===== src/rtl/fpu_issue_sched.sv =====
// fpu_issue_sched: hazard checks and start pulses for the multi-cycle FP units,
// plus the writeback-slot queue that sequences the FPU register-file write port.
module fpu_issue_sched #(
    parameter int LAT_ADD  = 3,
    parameter int LAT_MUL  = 2,
    parameter int LAT_DIV  = 8,
    parameter int LAT_MISC = 1
) (
    input  logic       clk,
    input  logic       rst,
    input  logic       dec_valid,
    input  logic       dec_is_fpu,
    input  logic [2:0] dec_fop,
    input  logic [5:0] dec_rs1,
    input  logic [5:0] dec_rs2,
    input  logic       dec_rs2_en,
    input  logic [6:0] dec_rd,
    input  logic       n_stall,
    input  logic       flush,
    output logic       iss_ready,
    output logic       add_start,
    output logic       mul_start,
    output logic       div_start,
    output logic       misc_start,
    output logic       wb_valid,
    output logic [5:0] wb_rd,
    output logic [1:0] wb_src,
    output logic       fpu_busy
);
    localparam int MAX_AM = (LAT_ADD > LAT_MUL) ? LAT_ADD : LAT_MUL;
    localparam int MAX_DM = (LAT_DIV > LAT_MISC) ? LAT_DIV : LAT_MISC;
    localparam int MAXL   = (MAX_AM > MAX_DM) ? MAX_AM : MAX_DM;

    typedef struct packed {
        logic       v;
        logic       rd_valid;
        logic [5:0] rd;
        logic [1:0] src;
    } slot_t;

    slot_t       slots [0:MAXL];
    logic [63:0] pending;
    logic [63:0] pending_next;
    logic [3:0]  div_cnt;
    logic [3:0]  lat;
    logic [3:0]  wr_idx;
    logic [1:0]  src;
    logic        is_div;
    logic        hazard;
    logic        accept;
    logic        fpu_accept;
    slot_t       new_slot;

    always_comb begin
        lat    = 4'(LAT_MISC);
        src    = 2'b11;
        is_div = 1'b0;
        unique case (dec_fop)
            3'b000, 3'b001: begin
                lat = 4'(LAT_ADD);
                src = 2'b00;
            end
            3'b010: begin
                lat = 4'(LAT_MUL);
                src = 2'b01;
            end
            3'b011, 3'b100: begin
                lat    = 4'(LAT_DIV);
                src    = 2'b10;
                is_div = 1'b1;
            end
            default: ;
        endcase
    end

    // slot[lat] shifts into the entry a new op would claim: two writebacks collide
    always_comb begin
        hazard = pending[dec_rs1]
               | (dec_rs2_en & pending[dec_rs2])
               | (dec_rd[6] & pending[dec_rd[5:0]]);
        if (dec_is_fpu) begin
            hazard = hazard | slots[lat].v
                   | (is_div & (div_cnt != 4'd0));
        end
    end

    assign iss_ready  = ~hazard;
    assign accept     = dec_valid & ~hazard & n_stall & ~flush & ~rst;
    assign fpu_accept = accept & dec_is_fpu;

    assign add_start  = fpu_accept & (src == 2'b00);
    assign mul_start  = fpu_accept & (src == 2'b01);
    assign div_start  = fpu_accept & (src == 2'b10);
    assign misc_start = fpu_accept & (src == 2'b11);

    assign wr_idx   = lat - 4'd1;
    assign new_slot = '{v: 1'b1, rd_valid: dec_rd[6],
                        rd: dec_rd[5:0], src: src};

    assign wb_valid = slots[0].v & slots[0].rd_valid;
    assign wb_rd    = slots[0].rd;
    assign wb_src   = slots[0].src;

    always_comb begin
        pending_next = pending;
        if (wb_valid) begin
            pending_next[wb_rd] = 1'b0;
        end
        if (fpu_accept & dec_rd[6]) begin
            pending_next[dec_rd[5:0]] = 1'b1;
        end
        pending_next[0] = 1'b0;
    end

    always_comb begin
        fpu_busy = (div_cnt != 4'd0);
        for (int k = 0; k <= MAXL; k++) begin
            fpu_busy = fpu_busy | slots[k].v;
        end
    end

    always_ff @(posedge clk) begin
        if (rst) begin
            for (int k = 0; k <= MAXL; k++) begin
                slots[k] <= '0;
            end
            pending <= '0;
            div_cnt <= '0;
        end else begin
            for (int k = 0; k < MAXL; k++) begin
                slots[k] <= slots[k+1];
            end
            slots[MAXL] <= '0;
            if (fpu_accept) begin
                slots[wr_idx] <= new_slot;
            end
            if (fpu_accept & is_div) begin
                div_cnt <= 4'(LAT_DIV - 1);
            end else if (div_cnt != 4'd0) begin
                div_cnt <= div_cnt - 4'd1;
            end
            pending <= pending_next;
        end
    end
endmodule


===== config.mk =====
export PLATFORM = sky130hd
export DESIGN_NAME = fpu_issue_sched
export DESIGN_NICKNAME = d
export VERILOG_FILES = /design/src/rtl/fpu_issue_sched.sv
export SDC_FILE = /design/constraint.sdc
export NUM_CORES = 1
export LEC_CHECK = 0
export ABC_CLOCK_PERIOD_IN_PS = 5520
export CAP_MARGIN = 20
export CORE_UTILIZATION = 30
export CTS_CLUSTER_SIZE = 30
export DETAILED_ROUTE_END_ITERATION = 12
export GPL_TIMING_DRIVEN = 0
export HOLD_SLACK_MARGIN = 0.15
export PLACE_DENSITY = 0.46
export SETUP_SLACK_MARGIN = 0.4
export SKIP_LAST_GASP = 1
export SLEW_MARGIN = 20
export SYNTH_ARGS = -nofsm -noshare
export SYNTH_HDL_FRONTEND = slang
export SYNTH_SLANG_ARGS = --single-unit

===== constraint.sdc =====
create_clock -name clk -period 5.52 [get_ports clk]
set_input_delay 0.552 -clock clk [delete_from_list [all_inputs] [get_ports clk]]
set_output_delay 0.552 -clock clk [all_outputs]
set_load 0.1 [all_outputs]

==> metrics.txt <==
status finished, final reports clean; P&R area growth vs syn 17.5%; CTS clk-pin slew, worst paths 0.08 ns; DR vias 6774; Yosys Warn Count 0; Hold Fails Final Rpt 0; ANT cells 0; I/O pin total 44; gr usage total 22.1%; MaxCap Viol Count 0; Non-Filler Instances 1192; clock root buffer clkbuf_16; clk buf depth 2; HP Class reg2reg; Post-synth EDFFs 0; post-DP HPWL 21000 um; Seq/Total Area, Yosys 38.3%; slew margin rel. 34.7%; LEAKAGE 3.61 nW; CP Launch Type input port; Cell Area, Synth 8200 um2; initial antenna violation count 0; DR WL/cell 25.4 um; vias in the first global route 6686; Starting Density 30.5%; R2R setup slack 2.23 ns; worst-path fanout max 10; Clock Skews 0.0221 ns; setup bufs post-CTS 0; ys async rst share 0%; placed insts 1160; CTS tree yes; largest net degree at the start of global routing 21; syn avg cell area 10.5 um2; antenna viol nets, final 0; number of buffers created by CTS 17; port bufs 33; Initial DRT Pass Iterations 5; Max VDD drop 0.134 mV; Non-Filler Cell Area, Final 9630 um2; final worst setup slack 0.625 ns; unrepaired setup endpoints after global routing no; Power Density 287 nW/um2; first-pass GRT wire length 44900 um; Worst-Margin Slew 0.979 ns; Worst EP arrival 4.34 ns; WL final 30200 um; CORE AREA 26900 um2; final setup fails 0; Final min period 4.90 ns; post-synthesis cell type count 64; top_reg_cell synth dfxtp_1; # rows 60; DR iter-0 viols 612; Placed Instance Area 8990 um2; Worst setup EP type output pin; clk_lat worst skew 0.45 ns; Max Freq 204 MHz; nets 869; gr ovfl total 0; drt via density 5.68; DRC Markers 0; Yosys reg bits 157; Data required, critical path 4.97 ns; Mapped Cells 777; clk sinks 157; Crit Path Class in2out; Die Y 167 um; Die Wd 167 um; worst slack at placement -0.285 ns; Slew Viols, Final 0; Total Power 0.00276 W; final critical-path share of the clock period 88.7%; Die ar. 28000 um2; GPL Wtd Cong 0.938; CTS HTree Levels 4; layout cell share with drive strength beyond 1 22.0%
## cell families after synthesis
group           synth area share (%)
simple gates                    16.4
fa+ha+maj                      0.305
buf+inv                         5.97
mux                             14.5
flops                           38.3
compound gates                  24.3
other cells                   0.0458
xor+xnor                       0.107
## worst paths after layout
check,startpoint,endpoint,depth (start not counted)
worst min register to register,slots[1][0],slots[0][0],2
worst max register to register,div_cnt[0],slots[7][8],10
worst min-delay path,slots[1][0],slots[0][0],2
worst max-delay path,dec_rd[0],misc_start,12
## what timing repair did
action,CTS,global route
resized for setup,15,9
setup endpoints to repair,5,4
hold buffers,0,0
## cell usage after synthesis, types with 6 or more instances
cell | count | area share, %
buf_1 | 11 | 0.50
nor2b_1 | 73 | 5.6
nand3b_1 | 13 | 1.2
mux4_2 | 26 | 7.1
mux2i_1 | 24 | 2.9
nand4_1 | 6 | 0.46
o21ai_0 | 9 | 0.55
buf_2 | 10 | 0.61
mux2_2 | 6 | 0.82
o22a_1 | 6 | 0.64
nor2_1 | 18 | 0.82
nor3b_1 | 6 | 0.55
o41ai_1 | 9 | 0.96
and3_1 | 9 | 0.69
or3_1 | 9 | 0.69
mux2_1 | 25 | 3.4
o211ai_1 | 62 | 5.7
a21oi_1 | 10 | 0.61
clkbuf_1 | 41 | 1.9
o21ai_1 | 9 | 0.55
inv_1 | 18 | 0.82
nand2_1 | 37 | 1.7
or2_2 | 7 | 0.53
nand3_1 | 16 | 0.98
dfxtp_1 | 157 | 38
o41ai_2 | 56 | 11
or3b_2 | 11 | 1.2
buf_4 | 15 | 1.4
## layout by cell type, fill, tap and decap left out, types with 7 or more instances in the layout
master | netlist | final
dfxtp_1 | 157 | 157
buf_1 | 11 | 11
and3_1 | 9 | 9
nand3_1 | 16 | 16
clkbuf_16 | 0 | 17
mux4_2 | 26 | 26
or3b_2 | 11 | 11
clkbuf_1 | 41 | 38
conb_1 | 1 | 10
nand2_1 | 37 | 37
mux2_1 | 25 | 25
nor2_1 | 18 | 18
o21ai_0 | 9 | 9
or2_2 | 7 | 7
mux2i_1 | 24 | 24
nor2b_1 | 73 | 73
clkdlybuf4s50_1 | 0 | 28
inv_1 | 18 | 18
o211ai_1 | 62 | 62
o41ai_1 | 9 | 9
or3_1 | 9 | 9
o41ai_2 | 56 | 56
o21ai_1 | 9 | 9
buf_4 | 15 | 15
nand3b_1 | 13 | 13
a21oi_1 | 10 | 10
buf_2 | 10 | 11
## state kept, by name, indices dropped and copies added (netlist names)
name and count:
div_cnt 4, pending 63, slots 90
## worst max-delay path, cell delays in order
cell	delay (ns)
clkdlybuf4s50_1	0.55
clkbuf_1	0.34
clkbuf_1	0.40
nand3b_1	0.19
a21oi_1	0.08
o41ai_1	0.44
o211ai_1	0.32
o31ai_4	0.41
nand4_1	0.17
buf_2	0.26
inv_2	0.08
clkdlybuf4s15_2	0.55
## per-stage QoR
step / utilization (%) / hold WS [ns] / setup TNS, ns
after floorplan: - / 0.407 / 0
after global placement: 33.4 / 0.415 / -0.761
after detailed placement: 33.4 / 0.420 / -0.736
after CTS: 35.8 / 0.435 / 0
after global routing: 35.8 / 0.449 / 0
final: 35.8 / 0.427 / 0
## cell type report
cell class              count  area, um2
fillers                  2720      17200
well taps                 341        427
clock inverters            15        204
clock buffers              17        425
inverters                  23       86.3
repair buffers             33        330
multi-input cells         525       4610
flip-flops and latches    157       3140
plain buffers              81        407
## per-layer routing
layer / global-route usage [%] / part of all wire [%] / vias to the layer above
met5: 0 / 0 / -
met4: 10.8 / 4.3 / 0
met3: 6.10 / 7.2 / 72
met2: 34.4 / 45 / 280
met1: 28.0 / 44 / 3340
li1: - / - / 3082
## where the power goes
group	internal [W]	switching, W
clock	0.000627	0.000623
combinational	0.000110	0.000223
sequential	0.00116	0.0000149
(Power assumes the default switching activity.)
